$ cat src/rtl/dot_product_accumulator.sv
// Sums LEN consecutive unsigned products into one dot-product result, holding it
// until the downstream writer accepts it; flags vectors whose length disagrees with in_last.
module dot_product_accumulator #(
  parameter int PROD_W = 16,
  parameter int LEN    = 8,
  parameter int ACC_W  = 19,
  parameter int CNT_W  = $clog2(LEN + 1)
) (
  input  logic              clk,
  input  logic              rst,
  input  logic              in_valid,
  output logic              in_ready,
  input  logic [PROD_W-1:0] in_product,
  input  logic              in_last,
  output logic              out_valid,
  input  logic              out_ready,
  output logic [ACC_W-1:0]  out_sum,
  output logic [CNT_W-1:0]  out_count,
  output logic              out_err
);

  generate
    if (LEN < 2 || LEN > 256) begin : g_len_chk
      $error("dot_product_accumulator: LEN must be in 2..256");
    end
    if (ACC_W < PROD_W + $clog2(LEN)) begin : g_accw_chk
      $error("dot_product_accumulator: ACC_W too narrow for LEN products");
    end
  endgenerate

  typedef enum logic {ACCUM = 1'b0, HOLD = 1'b1} state_t;

  localparam logic [CNT_W-1:0] LAST_IDX = CNT_W'(LEN - 1);

  function automatic logic [ACC_W-1:0] widen(input logic [PROD_W-1:0] p);
    return ACC_W'(p);
  endfunction

  state_t           state;
  logic [ACC_W-1:0] acc;
  logic [CNT_W-1:0] cnt;

  logic             accept;
  logic             at_end;
  logic             terminate;
  logic [ACC_W-1:0] acc_nxt;
  logic [CNT_W-1:0] cnt_nxt;

  assign accept    = in_valid && in_ready;
  assign at_end    = (cnt == LAST_IDX);
  assign terminate = in_last || at_end;
  assign acc_nxt   = acc + widen(in_product);
  assign cnt_nxt   = cnt + CNT_W'(1);

  // in_ready/out_valid are registered alongside state so neither depends on an input combinationally
  always_ff @(posedge clk) begin
    if (rst) begin
      state     <= ACCUM;
      acc       <= '0;
      cnt       <= '0;
      out_sum   <= '0;
      out_count <= '0;
      out_err   <= 1'b0;
      in_ready  <= 1'b1;
      out_valid <= 1'b0;
    end else begin
      case (state)
        ACCUM: begin
          if (accept) begin
            if (terminate) begin
              out_sum   <= acc_nxt;
              out_count <= cnt_nxt;
              out_err   <= in_last ^ at_end;
              acc       <= '0;
              cnt       <= '0;
              state     <= HOLD;
              in_ready  <= 1'b0;
              out_valid <= 1'b1;
            end else begin
              acc <= acc_nxt;
              cnt <= cnt_nxt;
            end
          end
        end
        HOLD: begin
          if (out_ready) begin
            state     <= ACCUM;
            in_ready  <= 1'b1;
            out_valid <= 1'b0;
          end
        end
        default: begin
          state     <= ACCUM;
          in_ready  <= 1'b1;
          out_valid <= 1'b0;
        end
      endcase
    end
  end

endmodule

$ cat config.mk
export PLATFORM = sky130hd
export DESIGN_NAME = dot_product_accumulator
export DESIGN_NICKNAME = d
export VERILOG_FILES = /design/src/rtl/dot_product_accumulator.sv
export SDC_FILE = /design/constraint.sdc
export NUM_CORES = 1
export LEC_CHECK = 0
export BUFFER_PORTS_ARGS = -buffer_cell sky130_fd_sc_hd__buf_4
export CORE_MARGIN = 4
export CORE_UTILIZATION = 30
export DETAILED_ROUTE_END_ITERATION = 6
export PLACE_DENSITY_LB_ADDON = 0.3
export SLEW_MARGIN = 10
export SYNTH_ARGS = -nofsm -noshare
export SYNTH_HDL_FRONTEND = slang
export SYNTH_SLANG_ARGS = --single-unit
export TNS_END_PERCENT = 10
$ cat constraint.sdc
create_clock -name clk -period 3.1 [get_ports clk]
set_input_delay 0.775 -clock clk [delete_from_list [all_inputs] [get_ports clk]]
set_output_delay 0.775 -clock clk [all_outputs]
set_load 0.03 [all_outputs]
Yosys cells after proc, flatten, opt, wreduce, memory -nomap -nowiden
Cells that the tools add are included.

cells by class
  add/sub/neg operators = 2
  $mul = 0
  divide/modulo/power cells = 0
  order comparisons = 0
  equality and inequality tests = 4
  shifts and indexed selects = 0
  mux-type cells = 14
  bitwise gates (word level) = 2
  reduce and logical (&&, ||, !) cells = 5

operators by type and width
  operator                                                               number
  19-bit by 16-bit adder with 19-bit output                              1
  19-bit 2-to-1 mux                                                      1
  1-bit 2-to-1 mux                                                       9
  2-bit != test, second input constant                                   3
  1-bit case mux with 2 select lines                                     3
  3-bit AND reduction                                                    2
  4-bit by 1-bit adder with 4-bit output, second input constant          1
  4-bit by 3-bit equality test with 1-bit output, second input constant  1
  4-bit 2-to-1 mux                                                       1
  2-bit AND reduction                                                    1
  1-bit logical AND                                                      1
  1-bit logical OR                                                       1
  1-bit NOT                                                              1
  1-bit XOR                                                              1

word-level totals
  register bits = 50
  bits in latches = 0
  bits in writable memories = 0
  bits in read-only memories = 0
  input bits = 21
  word-level logic and storage cells = 35
  memories = 0

Logic depth before layout (Yosys ltp)
Gate-level depths: netlist of run 1.

  depth in word-level cells = 5
  depth in mapped cells = 9

Worst setup path before layout of run 1
Ideal clock, no wire load.

  path kind = in2reg
  start point = input in_product[0]
  end point = register acc[16]
  arrival time = 2,662 ps
  setup slack = 376 ps
  stages on the path = 9
  path through = ha_1 inv_1 fa_1 nand2b_1 a21o_1 a311oi_2 o21ai_0 or4_1 nand3_1

between the ends
  longest elaborated chain between the ends = 2

ends and longest elaborated chain
  item                                       RTL line  text
  from (decl)                                13        input logic [PROD_W-1:0] in_product,
  19-bit by 16-bit adder with 19-bit output  52        assign acc_nxt = acc + widen(in_product);
  19-bit 2-to-1 mux                          70        if (terminate) begin
  to (signal assigned)                       80        acc <= acc_nxt;
  to (decl)                                  40        logic [ACC_W-1:0] acc;

Every way passes these cells.
A chain may end at the register's enable or synchronous reset.

Worst setup path after layout of run 1
Same ends and word-level chain as after synthesis.

==> impl_metrics.json, run 1 <==
{
  "max_freq_mhz": 374.9,
  "final.setup.tns_ps": 0,
  "crit_buf_inv": 2,
  "core_sq_um": 8806,
  "grt.overflow.total": 0,
  "drtIter0Drc": 137,
  "synth_area_sq_um": 2744,
  "clk_path_buf_depth": 2,
  "grt_pass1_vias": 2398,
  "postRouteAntennaNets": 0,
  "drc": 0,
  "setup_violations": 0,
  "cp_cell_sequence": "buf_4 -> ha_1 -> inv_1 -> fa_1 -> nand2b_1 -> a21o_1 -> a311oi_2 -> o21ai_0 -> or4_1 -> nand3_1",
  "synth_edf_count": 0,
  "fin_crit_ps": 2667,
  "antenna_found_initial": 0,
  "grt_pass1_wl_um": 11770,
  "clk_latency_ps": 310,
  "synth-seq-cells": 50,
  "post-route-period-util_pct": 86.03,
  "crit_type": "input port to flip-flop",
  "yosysWarningCount": 0,
  "die_x_um": 103.6,
  "cts_max_level": 2,
  "cts.clk_slew.worst_paths_ps": 100,
  "final_nets": 410,
  "tightest_slew_ps": 609.3,
  "end_kind": "flip-flop",
  "cp_slowest_cell": "or4_1",
  "critPathMaxFanout": 4,
  "syn_nets": 367,
  "start_kind": "input port",
  "fp-row-count": 34,
  "yosysSeqAreaShare_pct": 36.48,
  "relSlewSlack_pct": 59.26,
  "ys_types": 53,
  "rrSetupSlack_ps": 620,
  "finalInstanceArea_sq_um": 3302,
  "totalWireLength_um": 6923,
  "p_leak_nw": 1.372,
  "cpPeakStageDelay_ps": 430,
  "post_drt_wl_per_cell_um": 14.45,
  "hold_path.class": "flip-flop to flip-flop",
  "dieArea_sq_um": 10740,
  "dr.pass1.iters": 4,
  "ctsResizeCount": 0,
  "status": "finished clean",
  "maxSlewViolCount": 0,
  "dp_hpwl_um": 5094,
  "netlist_instances": 327,
  "syn_to_final_growth_pct": 20.34,
  "drive_gt1_share_pct": 19.14,
  "synthFlopType": "dfxtp_1",
  "path_delay_family": "compound AO/OA/AOI/OAI gates",
  "num_vias": 2432,
  "grt_max_degree": 59,
  "detail_route.vias_per_cell": 5.077,
  "cp.arrival_ps": 2930,
  "synth.avg_cell_area_sq_um": 8.391,
  "die-height_um": 103.6,
  "start_util_pct": 31.16,
  "numPortBuffers": 46,
  "hold_viol": 0,
  "ir_worst_vdd_mv": 0.2033,
  "instances_no_fill": 479,
  "root_buffer": "clkbuf_8",
  "dp.cells": 471,
  "cts_inserted_buffers": 5,
  "num_io_pins": 47,
  "globalplace.congestion": 0.7785,
  "cts_tree": "yes",
  "cts_num_sinks": 50,
  "maxCapViolations": 0,
  "synthArstFlopShare_pct": 0,
  "dpl-instance-area_sq_um": 3186,
  "p_per_area_nw_per_um2": 468.1,
  "fin_worst_skew_ps": 14.77,
  "grtUsageTotal_pct": 13.01,
  "finalHoldWorstSlack_ps": 460.9,
  "post_cts_buffers": 0,
  "diodes": 0,
  "cts_hold_buf": 0,
  "rsz0062_at_grt": "false",
  "cp.required_ps": 3360
}
## cells in the final DEF, fill, tap and decap left out, types with 2 or more instances in the layout
master    Yosys  final
xnor2_1       9      9
a21o_2        2      2
nor2_1       24     24
ha_1         18     18
nor4_1        4      4
nand3b_1     15     15
a221o_1       2      2
a21o_1        5      5
a22oi_1       5      5
a211oi_1      6      6
a32oi_1       2      2
nor3_1        4      4
buf_4         0     53
dfxtp_1      50     50
nor3b_1       3      3
nand3_1      11     11
o21ai_0      19     19
inv_1         8      8
nor2b_1       3      3
a31oi_1       3      3
o21bai_1      2      2
o211ai_1      3      3
clkbuf_8      0      5
xor2_1        4      4
a211o_1       3      3
and2_1        3      3
a21oi_1      31     31
nand2_1      44     44
nand2b_1      4      4
## layout make-up
type,count,area (sq um)
fillers,893,5504
multi-input cells,252,1622
flip-flops and latches,50,1001
repair buffers,53,397.9
well taps,108,135.1
clock buffers,5,68.82
clock inverters,3,47.55
inverters,8,30.03
## synthesized netlist by cell type, drive strengths merged (2+ instances only)
master	count	area share, %
or3	2	0.50
nor2b	3	0.68
xnor2	9	2.9
a221o	2	0.73
nand3b	15	4.1
nor3b	3	0.82
a311oi	2	0.87
a31oi	3	0.68
clkbuf	13	1.8
a22oi	5	1.4
nor2	24	3.3
a32oi	2	0.64
and2	4	0.96
and3	2	0.64
nor4	5	1.4
a211oi	6	1.6
nand2b	4	0.91
ha	18	8.2
nand2	44	6.0
a31o	2	0.64
xor2	4	1.3
inv	8	1.1
dfxtp	50	36
a211o	3	0.96
nand3	11	2.0
o21ai	19	3.5
a21o	7	2.0
o21bai	2	0.55
buf	3	1.2
o211ai	3	0.82
a21oi	31	5.7
nor3	4	0.73
## metal layers
metal	global-route usage (%)	wire [um]	up-vias
met1	18.05	3454	1120
met4	2.849	65	0
met2	20.93	3155	49
li1	-	-	1259
met5	0	0	-
met3	2.612	248	4
## power breakdown
group / internal [W] / total [W] / switching [W]
clock network: 0.000245 / 0.000486 / 0.000241
logic: 0.000142 / 0.000359 / 0.000216
registers: 0.000679 / 0.000701 / 0.0000218
## worst reg2reg max path: cells and delay by family (launching register included)
family / cells / cell delay (ps)
AOI/OAI and AO/OA: 3 / 730
adders and majority gates: 2 / 590
buffers and inverters: 1 / 60
DFF: 1 / 350
and+or+nand+nor: 3 / 700
## logic make-up (layout without fill, tap and decap cells)
group                    Yosys count  in the layout  synth area share, %
AO/OA/AOI/OAI                     93             93                22.07
XOR/XNOR                          13             13                4.150
adder cells (fa/ha/maj)           19             19                8.938
buffers and inverters             25             69                4.423
flip-flops                        50             50                36.48
multiplexers                       1              1               0.3648
AND/OR/NAND/NOR                  126            126                23.58
## final timing paths
kind	endpoint	start	cells past startpoint
worst min register to register	out_valid$_SDFFE_PP0P_	out_valid$_SDFFE_PP0P_	2
worst max-delay path	acc[16]$_SDFFE_PP0P_	in_product[0]	10
worst min-delay path	out_valid$_SDFFE_PP0P_	out_valid$_SDFFE_PP0P_	2
worst max register to register	acc[16]$_SDFFE_PP0P_	acc[0]$_SDFFE_PP0P_	9
## registers in the layout, indices dropped and copies added, names as in the netlist
signal,flops
in_ready,1
cnt,4
state,1
out_err,1
out_count,4
out_valid,1
acc,19
out_sum,19
## through the flow
| step | setup WS (ps) | util [%] | power (W) |
|---|---|---|---|
| 5_1_grt | 259.2 | 37.50 | 0.001625 |
| 4_1_cts | 428.5 | 37.50 | 0.001559 |
| 6_report | 433.0 | 37.50 | 0.001546 |
| 3_3_place_gp | 167.0 | 36.18 | 0.001071 |
| 2_1_floorplan | 376.2 | - | 0.0009615 |
| 3_5_place_dp | 108.9 | 36.18 | 0.001075 |
Power figures use the tool's default switching activity.
==> run 2: changes to the inputs <==
Settings changed: CTS_CLUSTER_SIZE set to 12.
Clock period 3.1 ns to 2.46 ns, I/O delays scaled along.
==> run 2 against run 1 <==
  * Via count grew 4.0%
  * Final cell count is 5.4% higher
  * Design area rose by 6.1%
  * Sequential share of layout area fell by 1.7 points
  * Sequential cell count stayed put
  * Critical path type unchanged
==> impl_metrics.json, run 2 (same netlist as run 1, synthesis figures left out) <==
{
  "start_util_pct": 31.16,
  "final_cell_mix": "79 x buf_4, 49 x dfxtp_1, 44 x nand2_1",
  "final_common_cell": "buf_4",
  "numPortBuffers": 46,
  "end_kind": "flip-flop",
  "post_cts_buffers": 0,
  "path_delay_family": "compound AO/OA/AOI/OAI gates",
  "drc": 0,
  "drive_gt1_share_pct": 25.69,
  "crit_buf_inv": 2,
  "drtIter0Drc": 102,
  "die_x_um": 103.6,
  "cts.clk_slew.worst_paths_ps": 110,
  "cp.arrival_ps": 2590,
  "maxCapViolations": 0,
  "grt_max_degree": 59,
  "maxSlewViolCount": 0,
  "cts_max_level": 2,
  "rsz0062_at_grt": "true",
  "root_buffer": "clkbuf_8",
  "cts_tree": "yes",
  "grtUsageTotal_pct": 12.89,
  "syn_to_final_growth_pct": 27.68,
  "ctsResizeCount": 0,
  "setup_violations": 0,
  "hold_path.class": "flip-flop to flip-flop",
  "reg.largest.list": "acc x19, out_sum x19",
  "dieArea_sq_um": 10740,
  "hold_viol": 0,
  "fin_worst_skew_ps": 8.341,
  "p_per_area_nw_per_um2": 540.8,
  "postRouteAntennaNets": 0,
  "dpl-instance-area_sq_um": 3383,
  "ir_worst_vdd_mv": 0.2401,
  "grt_pass1_vias": 2435,
  "die-height_um": 103.6,
  "detail_route.vias_per_cell": 5.008,
  "cpPeakStageDelay_ps": 410,
  "cp.required_ps": 2720,
  "post-route-period-util_pct": 94.76,
  "grt_pass1_wl_um": 11720,
  "start_kind": "input port",
  "cts_hold_buf": 0,
  "tightest_slew_ps": 577.3,
  "critPathMaxFanout": 4,
  "p_leak_nw": 1.498,
  "cp_slowest_cell": "or4_1",
  "clk_path_buf_depth": 2,
  "num_io_pins": 47,
  "cts_num_sinks": 50,
  "dr.pass1.iters": 4,
  "max_freq_mhz": 429.0,
  "post_drt_wl_per_cell_um": 13.73,
  "cts_inserted_buffers": 5,
  "dp_hpwl_um": 5158,
  "diodes": 0,
  "clk_latency_ps": 310,
  "globalplace.congestion": 0.8201,
  "final_nets": 436,
  "relSlewSlack_pct": 61.51,
  "cp_cell_sequence": "buf_4 -> ha_1 -> inv_1 -> fa_2 -> nand2b_1 -> a21o_1 -> a311oi_4 -> o21ai_2 -> or4_1 -> nand3_1",
  "crit_type": "input port to flip-flop",
  "status": "finished clean",
  "grt.overflow.total": 0,
  "num_vias": 2529,
  "antenna_found_initial": 0,
  "totalWireLength_um": 6933,
  "fp-row-count": 34,
  "fin_crit_ps": 2331,
  "finalHoldWorstSlack_ps": 459.1,
  "core_sq_um": 8806,
  "finalInstanceArea_sq_um": 3503
}
[run 2: changes by cell type in the layout (fill, tap and decap cells not counted)]
| cell | delta |
|---|---|
| bufinv_16 | -1 |
| o21ai_0 | -2 |
| clkinvlp_4 | +1 |
| a2111oi_2 | +1 |
| fa_1 | -1 |
| a2111oi_0 | -1 |
| dfxtp_1 | -1 |
| fa_2 | +1 |
| o21ai_2 | +2 |
| dfxtp_2 | +1 |
| a311oi_2 | -1 |
| a311oi_4 | +1 |
| buf_4 | +26 |
[run 2: worst paths after layout]
path,endpoint,from,slack [ps],cells after the start
max,acc[16]$_SDFFE_PP0P_,in_product[0],130,10
max reg2reg,acc[16]$_SDFFE_PP0P_,acc[0]$_SDFFE_PP0P_,160,9
min reg2reg,out_valid$_SDFFE_PP0P_,out_valid$_SDFFE_PP0P_,460,2
min,out_valid$_SDFFE_PP0P_,out_valid$_SDFFE_PP0P_,460,2
[run 2: area by class of cell]
class	instances	area (sq um)
Fill cell	912	5303
Multi-Input combinational cell	252	1649
Sequential cell	50	1002
Timing Repair Buffer	79	593.1
Tap cell	108	135.1
Clock buffer	5	68.82
Inverter	8	30.03
Clock inverter	3	25.02
[run 2: per-layer routing]
layer,global-route usage [%],routed length [um]
met3,2.550,293
met1,17.33,3399
met2,21.31,3164
met4,3.134,75
met5,0,0
[run 2: power by group]
group	total (W)	switching [W]	internal (W)
Sequential	0.000884	0.0000275	0.000856
Combinational	0.000500	0.000282	0.000217
Clock	0.000511	0.000305	0.000206
Total	0.00189	0.000615	0.00128
[run 2: stage by stage]
stage	TNS [ps]	instances	total power, W	util (%)	worst slack [ps]
2_1_floorplan	0	327	0.001212	-	18.52
6_report	0	505	0.001895	39.78	129.0
3_5_place_dp	-1844	497	0.001397	38.42	-249.5
3_3_place_gp	-1476	497	0.001392	38.42	-162.0
4_1_cts	0	505	0.001913	39.49	78.67
5_1_grt	-9.015	505	0.002003	39.78	-9.015
[run 2: tightest hold or removal path: cells and delay by family (launching register included)]
kind            cells  cell delay, ps
simple gates        1              50
flops               1             320
compound gates      1              50
